**config.mk**
```make
export PLATFORM = sky130hd
export DESIGN_NAME = mem_arbiter
export DESIGN_NICKNAME = d
export VERILOG_FILES = /design/src/rtl/mem_arb_pkg.sv /design/src/rtl/mem_arb_starve.sv /design/src/rtl/mem_arbiter.sv
export SDC_FILE = /design/constraint.sdc
export NUM_CORES = 1
export LEC_CHECK = 0
export ABC_AREA = 1
export CAP_MARGIN = 20
export CORE_ASPECT_RATIO = 0.9
export CORE_UTILIZATION = 26
export CTS_BUF_LIST = sky130_fd_sc_hd__clkbuf_4
export DETAILED_ROUTE_END_ITERATION = 10
export PLACE_DENSITY_LB_ADDON = 0.1
export SYNTH_ARGS = -nofsm -noshare
export SYNTH_HDL_FRONTEND = slang
export SYNTH_SLANG_ARGS = --single-unit
```
**constraint.sdc**
```tcl
create_clock -name clk_i -period 1.8 [get_ports clk_i]
set_clock_uncertainty 0.2 [all_clocks]
set_input_delay 0.36 -clock clk_i [delete_from_list [all_inputs] [get_ports clk_i]]
set_output_delay 0.36 -clock clk_i [all_outputs]
set_load 0.02 [all_outputs]
```
**src/rtl/mem_arb_pkg.sv**
```systemverilog
// Shared types and default sizing for the unified-memory arbiter.
package mem_arb_pkg;

  localparam int unsigned ADDR_W_DEF       = 16;
  localparam int unsigned DATA_W_DEF       = 16;
  localparam int unsigned DMA_MAX_WAIT_DEF = 8;
  localparam int unsigned DMA_BURST_DEF    = 4;

  typedef enum logic {
    CPU_PRI = 1'b0,
    DMA_PRI = 1'b1
  } arb_state_e;

  typedef enum logic [1:0] {
    TAG_NONE = 2'd0,
    TAG_IF   = 2'd1,
    TAG_DM   = 2'd2,
    TAG_DMA  = 2'd3
  } rsp_tag_e;

endpackage

```
**src/rtl/mem_arb_starve.sv**
```systemverilog
// Starvation guard: promotes a refused DMA requester and caps its burst length.
// state   | meaning
// CPU_PRI | dm > if > dma; wait_cnt counts cycles DMA has been refused
// DMA_PRI | dma > dm > if; burst_cnt counts DMA grants since promotion
module mem_arb_starve
  import mem_arb_pkg::*;
#(
  parameter int unsigned DMA_MAX_WAIT = DMA_MAX_WAIT_DEF,
  parameter int unsigned DMA_BURST    = DMA_BURST_DEF
) (
  input  logic       clk_i,
  input  logic       rst_i,
  input  logic       dma_req_i,
  input  logic       dma_gnt_i,
  output arb_state_e state_o,
  output logic       promote_o,
  output logic       demote_o
);

  localparam int unsigned WAIT_W  = $clog2(DMA_MAX_WAIT + 1);
  localparam int unsigned BURST_W = $clog2(DMA_BURST + 1);
  localparam logic [WAIT_W-1:0]  WAIT_MAX  = WAIT_W'(DMA_MAX_WAIT);
  localparam logic [BURST_W-1:0] BURST_MAX = BURST_W'(DMA_BURST);

  arb_state_e         state_q, state_d;
  logic [WAIT_W-1:0]  wait_cnt_q, wait_cnt_d;
  logic [BURST_W-1:0] burst_cnt_q, burst_cnt_d;
  logic [BURST_W-1:0] burst_inc;

  always_comb begin
    burst_inc = (burst_cnt_q == BURST_MAX) ? burst_cnt_q : burst_cnt_q + BURST_W'(1);
    promote_o = (state_q == CPU_PRI) && dma_req_i && !dma_gnt_i && (wait_cnt_q == WAIT_MAX);
    // Demote on the grant that completes the burst so exactly DMA_BURST grants are given.
    demote_o  = (state_q == DMA_PRI) && (!dma_req_i || (dma_gnt_i && (burst_inc == BURST_MAX)));

    state_d     = state_q;
    wait_cnt_d  = wait_cnt_q;
    burst_cnt_d = burst_cnt_q;

    unique case (state_q)
      CPU_PRI: begin
        burst_cnt_d = '0;
        if (!dma_req_i || dma_gnt_i) begin
          wait_cnt_d = '0;
        end else if (wait_cnt_q != WAIT_MAX) begin
          wait_cnt_d = wait_cnt_q + WAIT_W'(1);
        end
        if (promote_o) begin
          state_d = DMA_PRI;
        end
      end
      DMA_PRI: begin
        if (demote_o) begin
          state_d     = CPU_PRI;
          wait_cnt_d  = '0;
          burst_cnt_d = '0;
        end else if (dma_gnt_i) begin
          wait_cnt_d  = '0;
          burst_cnt_d = burst_inc;
        end
      end
    endcase
  end

  always_ff @(posedge clk_i) begin
    if (rst_i) begin
      state_q     <= CPU_PRI;
      wait_cnt_q  <= '0;
      burst_cnt_q <= '0;
    end else begin
      state_q     <= state_d;
      wait_cnt_q  <= wait_cnt_d;
      burst_cnt_q <= burst_cnt_d;
    end
  end

  assign state_o = state_q;

endmodule

```
**src/rtl/mem_arbiter.sv**
```systemverilog
// Single-port memory arbiter for CPU fetch, CPU data and DMA with one-cycle
// read return routed by a registered response tag.
module mem_arbiter
  import mem_arb_pkg::*;
#(
  parameter int unsigned ADDR_W       = ADDR_W_DEF,
  parameter int unsigned DATA_W       = DATA_W_DEF,
  parameter int unsigned DMA_MAX_WAIT = DMA_MAX_WAIT_DEF,
  parameter int unsigned DMA_BURST    = DMA_BURST_DEF
) (
  input  logic              clk_i,
  input  logic              rst_i,

  input  logic              if_req_i,
  input  logic [ADDR_W-1:0] if_addr_i,
  output logic              if_gnt_o,
  output logic              if_rvalid_o,

  input  logic              dm_req_i,
  input  logic              dm_we_i,
  input  logic [ADDR_W-1:0] dm_addr_i,
  input  logic [DATA_W-1:0] dm_wdata_i,
  output logic              dm_gnt_o,
  output logic              dm_rvalid_o,

  input  logic              dma_req_i,
  input  logic              dma_we_i,
  input  logic [ADDR_W-1:0] dma_addr_i,
  input  logic [DATA_W-1:0] dma_wdata_i,
  output logic              dma_gnt_o,
  output logic              dma_rvalid_o,

  output logic [DATA_W-1:0] rdata_o,
  output logic              cpu_stall_o,

  output logic              mem_en_o,
  output logic              mem_we_o,
  output logic [ADDR_W-2:0] mem_addr_o,
  output logic [DATA_W-1:0] mem_wdata_o,
  input  logic [DATA_W-1:0] mem_rdata_i
);

  arb_state_e arb_state;
  logic       promote, demote;
  rsp_tag_e   tag_q, tag_d;
  logic       arb_unused;

  mem_arb_starve #(
    .DMA_MAX_WAIT (DMA_MAX_WAIT),
    .DMA_BURST    (DMA_BURST)
  ) u_starve (
    .clk_i     (clk_i),
    .rst_i     (rst_i),
    .dma_req_i (dma_req_i),
    .dma_gnt_i (dma_gnt_o),
    .state_o   (arb_state),
    .promote_o (promote),
    .demote_o  (demote)
  );

  // Byte-address bit 0 has no meaning for a word memory; promote/demote are
  // already folded into the state register.
  assign arb_unused = ^{if_addr_i[0], dm_addr_i[0], dma_addr_i[0], promote, demote};

  always_comb begin
    if_gnt_o  = 1'b0;
    dm_gnt_o  = 1'b0;
    dma_gnt_o = 1'b0;
    if (!rst_i) begin
      if (arb_state == DMA_PRI) begin
        if (dma_req_i)     dma_gnt_o = 1'b1;
        else if (dm_req_i) dm_gnt_o  = 1'b1;
        else if (if_req_i) if_gnt_o  = 1'b1;
      end else begin
        // Data before fetch keeps a load/store ahead of the next instruction.
        if (dm_req_i)       dm_gnt_o  = 1'b1;
        else if (if_req_i)  if_gnt_o  = 1'b1;
        else if (dma_req_i) dma_gnt_o = 1'b1;
      end
    end
  end

  always_comb begin
    mem_en_o    = if_gnt_o | dm_gnt_o | dma_gnt_o;
    mem_we_o    = 1'b0;
    mem_addr_o  = '0;
    mem_wdata_o = '0;
    tag_d       = TAG_NONE;
    if (dma_gnt_o) begin
      mem_we_o    = dma_we_i;
      mem_addr_o  = dma_addr_i[ADDR_W-1:1];
      mem_wdata_o = dma_wdata_i;
      if (!dma_we_i) tag_d = TAG_DMA;
    end else if (dm_gnt_o) begin
      mem_we_o    = dm_we_i;
      mem_addr_o  = dm_addr_i[ADDR_W-1:1];
      mem_wdata_o = dm_wdata_i;
      if (!dm_we_i) tag_d = TAG_DM;
    end else if (if_gnt_o) begin
      mem_addr_o  = if_addr_i[ADDR_W-1:1];
      tag_d       = TAG_IF;
    end
  end

  always_ff @(posedge clk_i) begin
    if (rst_i) begin
      tag_q <= TAG_NONE;
    end else begin
      tag_q <= tag_d;
    end
  end

  // A reset arriving while a read is in flight swallows its response.
  assign if_rvalid_o  = (tag_q == TAG_IF)  && !rst_i;
  assign dm_rvalid_o  = (tag_q == TAG_DM)  && !rst_i;
  assign dma_rvalid_o = (tag_q == TAG_DMA) && !rst_i;
  assign rdata_o      = mem_rdata_i;

  assign cpu_stall_o = (if_req_i & ~if_gnt_o) | (dm_req_i & ~dm_gnt_o);

endmodule

```
* Yosys cells after proc, flatten, opt, wreduce, memory -nomap -nowiden
Cells that the tools add are included.
Operators by class: add/subtract/negate cells 2, multipliers 0, divide/modulo/power cells 0, $lt $le $gt $ge 0, eq/ne operators 9, shift operators 0, mux-type cells 38, bitwise logic cells 8, reductions and logical operators 14
Operators by type and width (count):
- $mux 15 | 3
- $mux 16 | 2
- $mux 1 | 19
- $mux 4 | 4
- $mux 3 | 3
- $logic_and 1x1->1 | 8
- $mux 2 | 4
- $pmux 4 s2 | 1
- $eq 3x3->1 const B | 2
- $ne 3x3->1 const B | 2
- $pmux 3 s2 | 1
- $add 4x1->4 const B | 1
- $eq 2x2->1 const B | 2
- $eq 4x4->1 const B | 1
- $ne 4x4->1 const B | 1
- $add 3x1->3 const B | 1
- $logic_not 1->1 | 3
- $not 1->1 | 3
- $or 1x1->1 | 3
- $and 1x1->1 | 2
- $eq 2x1->1 const B | 1
- $logic_or 1x1->1 | 2
- $pmux 1 s2 | 1
- $reduce_and 2->1 | 1
Word-level totals: register bits 10, bits in latches 0, memory bits (writable) 0, memory bits (read-only) 0, input bits 103, output and inout bits 56, logic and storage cells 75, memories kept 0

* Logic depth before layout (Yosys ltp)
Gate-level depths: netlist (run 1).
word-level depth 10, depth in mapped cells 10, gate-level depth less buffers 10

* By module
From an unflattened synthesis (run 1), not the netlist that was laid out.
Second synthesis, totals: cell total of the unflattened synthesis 240, area total of the unflattened synthesis 1400.1 sq um
By module, submodules not included:
- mem_arbiter | instances 1, cells an instance 165, area an instance 862.1 sq um, seq. area each 40.0 sq um
- mem_arb_starve | instances 1, cells an instance 75, area an instance 538.0 sq um, seq. area each 160.2 sq um

* Worst setup path after synthesis (run 1)
OpenSTA, ideal clock, no wires.
path type in2out, start point input rst_i, end point output mem_addr_o[10], data arrival time 1.351 ns, data required time 1.240 ns, slack -0.111 ns, stages 5, buffers on the path 2, cells stage by stage buf_6 > nor4_4 > buf_6 > nand2_1 > nand3_1
On the way: cells in the longest elaborated chain, start to end 4, elaborated cells between the ends (all ways) 6, classes of those cells mux (6)
RTL lines:
- from (decl) | line mem_arbiter.sv:12 | input logic rst_i,
- $mux 1 | line mem_arbiter.sv:69 | if (!rst_i) begin
- net if_gnt_o | line mem_arbiter.sv:16 | output logic if_gnt_o,
- $mux 15 | line mem_arbiter.sv:99 | end else if (if_gnt_o) begin
- $mux 15 | line mem_arbiter.sv:94 | end else if (dm_gnt_o) begin
- $mux 15 | line mem_arbiter.sv:89 | if (dma_gnt_o) begin
- to (decl) | line mem_arbiter.sv:38 | output logic [ADDR_W-2:0] mem_addr_o,
The timed path passes the listed nets, and every way through them passes these cells.

* Worst setup path after layout (run 1)
start point register u_starve.state_q (netlist: u_starve.state_o), end point output mem_addr_o[4]
On the way: cells in the longest elaborated chain, start to end 5, elaborated cells between the ends (all ways) 9, classes of those cells mux (9)
RTL lines:
- from (decl) | line mem_arb_starve.sv:25 | arb_state_e state_q, state_d;
- from (signal assigned) | line mem_arb_starve.sv:71 | state_q <= state_d;
- $mux 1 | line mem_arbiter.sv:70 | if (arb_state == DMA_PRI) begin
- $mux 1 | line mem_arbiter.sv:69
- $mux 15 | line mem_arbiter.sv:99
- $mux 15 | line mem_arbiter.sv:94
- $mux 15 * | line mem_arbiter.sv:89
Mark *: on every way between the ends. The rest lies on a longest branch, timed or not.

==> results of run 1 <==
-- per-stage QoR --
stage	instance area (um^2)	TNS, ns	power (uW)	std cells
after floorplan	1330	-0.396	459	224
after global placement	2610	-39.03	722	401
after detailed placement	2610	-39.20	724	401
after CTS	3050	-11.78	960	430
after global routing	3410	-15.29	1090	432
final	3410	-12.14	1030	432
-- where the power goes --
group | total [uW] | switching [uW] | internal [uW]
logic | 640 | 263 | 378
clock network | 161 | 80.3 | 80.2
registers | 228 | 2.52 | 225
-- state kept, by name, indices dropped and copies added (netlist names) --
name                  flops
u_starve.wait_cnt_q       4
u_starve.burst_cnt_q      3
tag_q                     2
u_starve.state_o          1
-- kinds of logic after synthesis --
family / Yosys count / synth area share [%]
buffers and inverters: 47 / 22.0
flip-flops: 10 / 16.4
adder cells (fa/ha/maj): 4 / 4.10
AO/OA/AOI/OAI: 11 / 5.02
AND/OR/NAND/NOR: 152 / 52.5
-- final cells by class --
| class | instances | area share [%] |
|---|---|---|
| clock buffers | 3 | 0.661 |
| clock inverters | 1 | 0.110 |
| multi-input cells | 167 | 34.2 |
| inverters | 23 | 2.76 |
| repair buffers | 166 | 54.1 |
| flip-flops and latches | 10 | 5.91 |
| well taps | 62 | 2.28 |
-- placed cells by master, fill, tap and decap left out, types with 2 or more instances in the layout --
| cell | count |
|---|---|
| a21oi_1 | 4 |
| buf_12 | 4 |
| buf_16 | 3 |
| buf_2 | 3 |
| buf_4 | 22 |
| buf_6 | 42 |
| buf_8 | 4 |
| bufbuf_16 | 2 |
| clkbuf_16 | 3 |
| clkbuf_4 | 3 |
| clkdlybuf4s15_2 | 2 |
| clkdlybuf4s50_1 | 79 |
| dfxtp_1 | 9 |
| ha_1 | 4 |
| inv_1 | 18 |
| inv_2 | 3 |
| nand2_1 | 28 |
| nand2_2 | 65 |
| nand2_4 | 20 |
| nand3_1 | 8 |
| nand3_2 | 16 |
| nor2_1 | 7 |
| nor3_1 | 5 |
| o21ai_2 | 2 |
-- cells in the mapped netlist (all sizes together) --
master / count / area [um^2]
a211oi: 1 / 7.51
a21oi: 4 / 20.0
buf: 24 / 183
dfxtp: 10 / 200
ha: 4 / 50.1
inv: 23 / 86.3
nand2: 113 / 424
nand3: 24 / 120
nor2: 7 / 26.3
nor3: 6 / 41.3
nor3b: 1 / 7.51
nor4: 1 / 21.3
o211ai: 1 / 7.51
o21ai: 4 / 20.0
o22ai: 1 / 6.26
-- how the worst max path moves through the flow --
stage                     start  cells after the start         endpoint  slack [ns]
2_1_floorplan             rst_i                      5   mem_addr_o[10]       -0.05
3_3_place_gp           dm_req_i                      7    mem_addr_o[6]       -1.01
3_5_place_dp           dm_req_i                      7    mem_addr_o[4]       -1.04
4_1_cts        u_starve.state_o                      8         mem_en_o       -0.33
5_1_grt        u_starve.state_o                     10  mem_wdata_o[14]       -0.45
6_report       u_starve.state_o                     10    mem_addr_o[4]       -0.37
-- per-layer routing --
layer / track usage (%) / vias to the layer above / part of all wire, %
met3: 6.05 / 12 / 7.7
met1: 22.5 / 870 / 38
met2: 37.3 / 84 / 53
met5: 0 / - / 0
li1: - / 979 / -
met4: 4.48 / 0 / 1.3
-- tightest hold or removal path: cells and delay by family, from the launching register on --
kind,cells,cell delay (ns)
AOI/OAI and AO/OA,1,0.05
DFF,1,0.33
and+or+nand+nor,1,0.07
-- repair_timing --
| item | in CTS | in global routing |
|---|---|---|
| buffers inserted | 19 | 3 |
| gates resized for setup | 280 | 90 |
| cloned | 6 | 3 |
| endpoints found under the setup margin | 40 | 40 |
| pin swaps | 6 | 26 |
==> results.yml, run 1 <==
floorplanning:
  rows: 23
  ioPinCount: 159
  start_util_pct: 27.2
  dieWidth_um: 74.2
  core_area_um2: 4490
  die_y_um: 67.0
  die_area_um2: 4980
clocking:
  hold_buffers: 0
  cts_root_buf: "clkbuf_4"
  cts_inserted_buffers: 3
  ctsHtreeMaxLevel: 1
  clk_path_buf_depth: 2
  cts_sinks: 10
  clkLatencyLatePin_ns: 0.27
  path_clk_slew_ns: 0.07
  cts_tree: "done"
final_layout:
  multiInputGateArea_um2: 1160
  final_util_pct: 75.9
  nets: 478
  fillers: 324
  insertedDiodeCount: 0
  regArea_um2: 201
  layout-drive-gt1-share_pct: 54.6
  area_growth_pct: 179
route:
  wl_per_cell_um: 13.7
  drt-initial-drc-count: 51
  via_count: 1945
  drc: 0
  ant_nets: 0
  drt-total-wl_um: 5920
  drtPass1Iterations: 3
  routed_via_density: 4.50
timing:
  hold_viol: 0
  layout_worst_path_cycle_share_pct: 120
  tightest_slew_ns: 0.375
  slew_viol_final: 0
  fmax_mhz: 462
  finalCriticalPeriod_ns: 2.17
  rsz0062_at_grt: "true"
  worst_slack_ns: -0.365
  hold_slack_ns: 0.286
  finalSetupViolCount: 37
  relSlewSlack_pct: 74.9
run_status:
  violations: "negative setup slack"
  outcome: "complete, but fails checks"
global_routing:
  grt_max_degree: 13
  grt_pass1_vias: 1725
  track_usage_pct: 20.2
  antenna_found_initial: 0
  grt_pass1_wl_um: 7640
  grt_overflow: 0
logic_synthesis:
  synth_cell_types: 19
  synth_seq_cells: 10
  ys_warn_count: 0
  synth.cell_area_um2: 1220
  avgSynthCellArea_um2: 5.45
  synth_cells: 224
  synthesis.nets: 331
  seq_area_frac_synth_pct: 16.4
critical_path:
  critPathKind: "register to output pin"
  crit_buf_inv: 6
  timing.rr.start: "u_starve.state_o"
  crit_path_max_fanout: 7
  max_stage_delay_ns: 0.33
  cpMaxStageDelayCell: "dfxtp_2"
  rr_endpoint: "u_starve.burst_cnt_q[2]"
  ff2ff_setup_slack_ns: 0.08
  required_ns: 1.24
  path_delay_family: "buffers and inverters"
  cp-start-kind: "register"
  crit_top_cell: "buf_6"
  path_cells: "buf_4 -> buf_6 -> inv_4 -> o21ai_2 -> nand2_2 -> clkinv_4 -> buf_12 -> nand2_4 -> nand3_2 -> buf_6"
  end_kind: "output pin"
  worstPathArrival_ns: 1.61
  worst_r2r_path_depth: 10
place:
  dpl.hpwl_um: 3650
  post-place-ws_ns: -1.04
  place_congestion: 0.742
  numPortBuffers: 123
flow_run:
  cap_violations: 0
power_and_ir_drop:
  powerDensity_nw_per_um2: 302
  ir_worst_vdd_uv: 230
  leakagePower_uw: 0.00171
min_path:
  hp-class: "register to register"
  min_to: "u_starve.wait_cnt_q[3]"
  holdPathStages: 2
  min-delay-start: "u_starve.wait_cnt_q[3]"
Note: power is estimated with default switching activity, not from simulation.
==> run 2, diff against run 1 <==
Settings changed: CTS_CLUSTER_SIZE set to 28.
==> results of run 2 <==
The final DEF is identical to that of run 1; final timing and power are the same.
==> run 3, diff against run 2 <==
Settings changed: SLEW_MARGIN set to 40.
==> results of run 3 <==
The final DEF is identical to that of run 1; final timing and power are the same.
==> RTL edit 1: new RTL, settings of run 1 <==
Reset style: asynchronous (`rst_i`), changed in 2 clocked blocks.
--- a/src/rtl/mem_arb_starve.sv
+++ b/src/rtl/mem_arb_starve.sv
@@ -62,7 +62,7 @@
     endcase
   end
 
-  always_ff @(posedge clk_i) begin
+  always_ff @(posedge clk_i or posedge rst_i) begin
     if (rst_i) begin
       state_q     <= CPU_PRI;
       wait_cnt_q  <= '0;
--- a/src/rtl/mem_arbiter.sv
+++ b/src/rtl/mem_arbiter.sv
@@ -102,7 +102,7 @@
     end
   end
 
-  always_ff @(posedge clk_i) begin
+  always_ff @(posedge clk_i or posedge rst_i) begin
     if (rst_i) begin
       tag_q <= TAG_NONE;
     end else begin
Behaviour: no difference found for any inputs over 10 cycles, from zero or initial values and one cycle with rst_i high; that may be too few to reach the edited logic, so the function may still have changed.
==> RTL edit 1 against run 1 <==
The run still ends with negative setup slack left. Routed wire length decreased by 12%. Worst setup slack improved by 0.022 ns. Utilization fell by 13 points. Die area grew 2.1%. Power shrank 6.4%. Design area is 17% lower. Sequential cell count unchanged. Synthesized area rose by 2.2%.
==> RTL edit 1: results (changes against run 1) <==
Placer Congestion - 0.7566 (was 0.7421)
ys async rst share - 100.0% (was 0%)
worst rel slew slack - 80.02% (was 74.88%)
Synth cell types - 19 (unchanged)
Syn Nets - 307 (was 331)
met1 usage - 24.06% (was 22.47%)
status - complete, but fails checks (unchanged)
met3 Use GR - 6.418% (was 6.051%)
layout cell share with drive strength beyond 1 - 31.93% (was 54.59%)
DR vias - 1771 (was 1945)
largest net degree at the start of global routing - 14 (was 13)
Top reg by flops - u_starve.wait_cnt_q (unchanged)
met2 Usage GRT - 36.71% (was 37.27%)
Max Fanout on Critical Path - 13 (was 7)
final worst slack - -0.3430 ns (was -0.3654 ns)
Leak Pwr - 1.424 nW (was 1.709 nW)
Syn-to-layout area delta - 127.6% (was 178.9%)
failing checks - negative setup slack (unchanged)
peak supply drop - 0.3571 mV (was 0.2297 mV)
largest cells by area after synthesis - nand2_1, dfrtp_1, a22o_1, buf_4, nand3_1 (was nand2_1, dfxtp_1, buf_4, nand3_1, inv_1)
synth cell count leaders - nand2_1, inv_1, nand3_1, buf_4, a22o_1 (was nand2_1, nand3_1, inv_1, buf_4, dfxtp_1)
Starting DRT DRC Count - 64 (was 51)
Synth Flop Type - dfrtp_1 (was dfxtp_1)
fin nets - 440 (was 478)
first-pass GRT wire length - 7700 um (was 7638 um)
post-synthesis sequential area ratio - 20.06% (was 16.39%)
Layout fillers - 417 (was 324)
# setup viols final - 37 (unchanged)
pre-CTS setup slack - -0.9829 ns (was -1.037 ns)
Post-DP HPWL - 3980 um (was 3650 um)
total track usage - 20.41% (was 20.17%)
hold crit path type - in2async (was reg2reg)
H-tree levels - 1 (unchanged)
==> RTL edit 1: repair_timing <==
action	CTS	global route
setup endpoints to repair	40	43
endpoints found under the hold margin	0	0
gates cloned	4	0
setup buffers	7	0
gates resized for setup	255	12
pin swaps	5	2
==> RTL edit 1: power groups by stage <==
stage,combinational [W],sequential (W),clock (W)
2_1_floorplan,0.000237,0.000244,0
3_3_place_gp,0.000512,0.000245,0
3_5_place_dp,0.000513,0.000246,0
4_1_cts,0.000564,0.000242,0.000162
5_1_grt,0.000609,0.000244,0.000185
6_report,0.000564,0.000242,0.000157
==> RTL edit 1: layout make-up <==
type                            instances  share of cell area [%]
Clock buffer                            3                  0.7933
Clock inverter                          1                  0.1322
Inverter                               24                   3.261
Multi-Input combinational cell        142                   30.15
Sequential cell                        10                   8.814
Tap cell                               62                   2.732
Timing Repair Buffer                  152                   54.12
==> RTL edit 1: path summary, 6_finish.rpt <==
check / from / endpoint / slack [ns]
min reg2reg: u_starve.burst_cnt_q[1] / u_starve.burst_cnt_q[1] / 0.32
min in group clk_i: u_starve.burst_cnt_q[1] / u_starve.burst_cnt_q[1] / 0.32
max in group asynchronous: rst_i / u_starve.burst_cnt_q[2] / 1.12
max reg2reg: u_starve.burst_cnt_q[0] / u_starve.burst_cnt_q[1] / 0.23
max: u_starve.state_o / mem_wdata_o[11] / -0.34
min: rst_i / u_starve.burst_cnt_q[0] / 0.14
==> RTL edit 1: per-stage QoR <==
step / hold WS (ns) / instances
after floorplan: 0.1495 / 200
after detailed placement: 0.3057 / 380
after global routing: 0.1529 / 394
after global placement: 0.2985 / 380
after CTS: 0.3113 / 395
final: 0.1351 / 394
==> RTL edit 1: critical path: stages, from the launching register on <==
cell	delay, ns
dfrtp_1	0.40
inv_1	0.08
o21ai_1	0.06
nand2_1	0.10
inv_2	0.06
buf_12	0.13
buf_16	0.14
a22o_1	0.21
buf_6	0.13
==> RTL edit 1: cells by family after synthesis <==
group                      share of synthesized area [%]
xor gates and xnor gates                          0.7022
DFF                                                20.06
adders and majority gates                          4.012
buffers and inverters                              21.46
and+or+nand+nor                                    40.02
AOI/OAI and AO/OA                                  13.74
==> RTL edit 1: routing by layer <==
layer / routed length, um / part of all wire [%]
met1: 2058 / 39
met2: 2593 / 50
met3: 550 / 11
met4: 22 / 0.42
met5: 0 / 0
==> RTL edit 2: new RTL, flow settings as in run 1 <==
Made on the original files. The package constant `ADDR_W_DEF` goes from 16 to 15.
--- a/src/rtl/mem_arb_pkg.sv
+++ b/src/rtl/mem_arb_pkg.sv
@@ -1,7 +1,7 @@
 // Shared types and default sizing for the unified-memory arbiter.
 package mem_arb_pkg;
 
-  localparam int unsigned ADDR_W_DEF       = 16;
+  localparam int unsigned ADDR_W_DEF       = 15;
   localparam int unsigned DATA_W_DEF       = 16;
   localparam int unsigned DMA_MAX_WAIT_DEF = 8;
   localparam int unsigned DMA_BURST_DEF    = 4;
Ports: changed (resized dm_addr_i, dma_addr_i, if_addr_i and mem_addr_o); port bits go from 159 to 155. The function was not compared with the original's and may differ.
==> RTL edit 2 against run 1 <==
Power is 0.49% lower. Sequential cell count unchanged. The run still ends with negative setup slack left. Utilization fell by 0.71 points. Sequential share of layout area rose by 0.13 points. Sequential power about the same. Worst setup slack better by 0.088 ns. Design area fell by 2.2%. Routed wire length is 1.4% lower. Synthesized cell count shrank 1.8%. Synthesized area fell by 2.3%. Largest cell class unchanged. Count of clock-buffer cells in the layout is the same.
==> RTL edit 2: results (changes against run 1) <==
H-tree levels - 1 (unchanged)
Placed Cells - 391 (was 401)
Synth cell types - 17 (was 19)
Starting DRT DRC Count - 60 (was 51)
failing checks - negative setup slack (unchanged)
fin nets - 470 (was 478)
Leak Pwr - 1.673 nW (was 1.709 nW)
reg2reg end - u_starve.burst_cnt_q[2] (unchanged)
Post-DP HPWL - 3598 um (was 3650 um)
layout cell share with drive strength beyond 1 - 52.88% (was 54.59%)
Via density - 4.471 (was 4.502)
Clock Pin Slew Worst Setup and Hold Paths - 0.07 ns (about the same)
Max Fanout on Critical Path - 5 (was 7)
Final Non-Filler Cells - 427 (was 432)
TritonRoute pass-1 iters - 4 (was 3)
vias in the first global route - 1885 (was 1725)
first-pass GRT wire length - 8376 um (was 7638 um)
CTS max path bufs - 2 (unchanged)
post-synthesis sequential area ratio - 16.77% (was 16.39%)
internal reg-to-reg setup slack - 0.15 ns (was 0.08 ns)
R2R depth - 9 (was 10)
Placer Congestion - 0.8278 (was 0.7421)
Max-cap violations - 0 (unchanged)
largest net degree at the start of global routing - 18 (was 13)
Syn Nets - 324 (was 331)
hold path cells - 2 (unchanged)
largest cells by area after synthesis - nand2_1, dfxtp_1, buf_4, nand3_1, inv_1 (unchanged)
Yosys Warn Count - 0 (unchanged)
input/output buffers - 119 (was 123)
# setup viols final - 36 (was 37)
root buf cell - clkbuf_4 (unchanged)
total track usage - 22.89% (was 20.17%)
Synth Area per Inst - 5.426 sq um (was 5.452 sq um)
worst path arrival time - 1.52 ns (was 1.61 ns)
Routed WL - 5834 um (was 5915 um)
synth cell count leaders - nand2_1, nand3_1, inv_1, buf_4, dfxtp_1 (unchanged)
peak supply drop - 0.1578 mV (was 0.2297 mV)
Critical R2R Launch - u_starve.state_o (unchanged)
worst rel slew slack - 85.39% (was 74.88%)
status - complete, but fails checks (unchanged)
final worst slack - -0.2774 ns (was -0.3654 ns)
Synth Flop Type - dfxtp_1 (unchanged)
Sw Share - 33.92% (was 33.58%)
[RTL edit 2: worst max path at each step]
stage                           startpoint              to
after floorplan                      rst_i  mem_addr_o[10]
after global placement           dma_req_i     cpu_stall_o
after detailed placement         dma_req_i     cpu_stall_o
after CTS                 u_starve.state_o     cpu_stall_o
after global routing      u_starve.state_o   mem_addr_o[3]
final                     u_starve.state_o   mem_addr_o[3]
[RTL edit 2: layout make-up]
cell class,instances,area [sq um]
repair buffers,165,1788
flip-flops and latches,10,201.4
inverters,23,93.84
clock buffers,3,22.52
well taps,62,77.57
multi-input cells,163,1144
clock inverters,1,3.754
fillers,339,1101
[RTL edit 2: worst max-delay path: stages, from the launching register on]
cell	delay (ns)
dfxtp_2	0.34
buf_6	0.12
inv_4	0.05
o21ai_4	0.05
nand2_2	0.09
inv_4	0.06
buf_12	0.13
buf_8	0.13
nand2_2	0.06
nand3_2	0.08
buf_6	0.13
[RTL edit 2: kinds of logic after synthesis]
logic type / Yosys count / share of synthesized area (%)
compound gates: 11 / 4.717
flops: 10 / 16.77
simple gates: 148 / 52.41
buf+inv: 47 / 21.91
fa+ha+maj: 4 / 4.193
[RTL edit 2: per-stage QoR]
step                worst slack [ns]  hold slack [ns]  TNS (ns)  util (%)  cell area, sq um
floorplan                   -0.02336           0.2489   -0.1966         -              1239
global placement              -1.046           0.2690    -36.34     55.73              2470
detailed placement           -0.9972           0.2783    -37.11     55.73              2470
CTS                          -0.3974           0.2879    -11.13     71.43              3166
global route                 -0.3380           0.3218    -10.29     75.16              3331
finish                       -0.2774           0.2914    -8.058     75.16              3331
[RTL edit 2: metal layers]
layer  track usage (%)  vias up  wire (um)
met5                 0        -          0
met1             24.23      847       2130
li1                  -      962          -
met3             7.165       16        429
met4             11.06        0        164
met2             40.97       84       3110
[RTL edit 2: power by group through the flow]
stage | Clock (W) | Sequential, W | Combinational [W]
6_report | 0.000162 | 0.000228 | 0.000634
5_1_grt | 0.000178 | 0.000228 | 0.000669
4_1_cts | 0.000166 | 0.000228 | 0.000590
3_5_place_dp | 0 | 0.000233 | 0.000464
3_3_place_gp | 0 | 0.000233 | 0.000464
2_1_floorplan | 0 | 0.000232 | 0.000210
[RTL edit 2: repair_timing]
item                       CTS  global route
hold buffers                 0             0
setup buffers               30             5
gates resized for setup    335            57
gates cloned                 4             2
setup endpoints to repair   39            39
hold endpoints to repair     0             0
pin swaps                   14            23
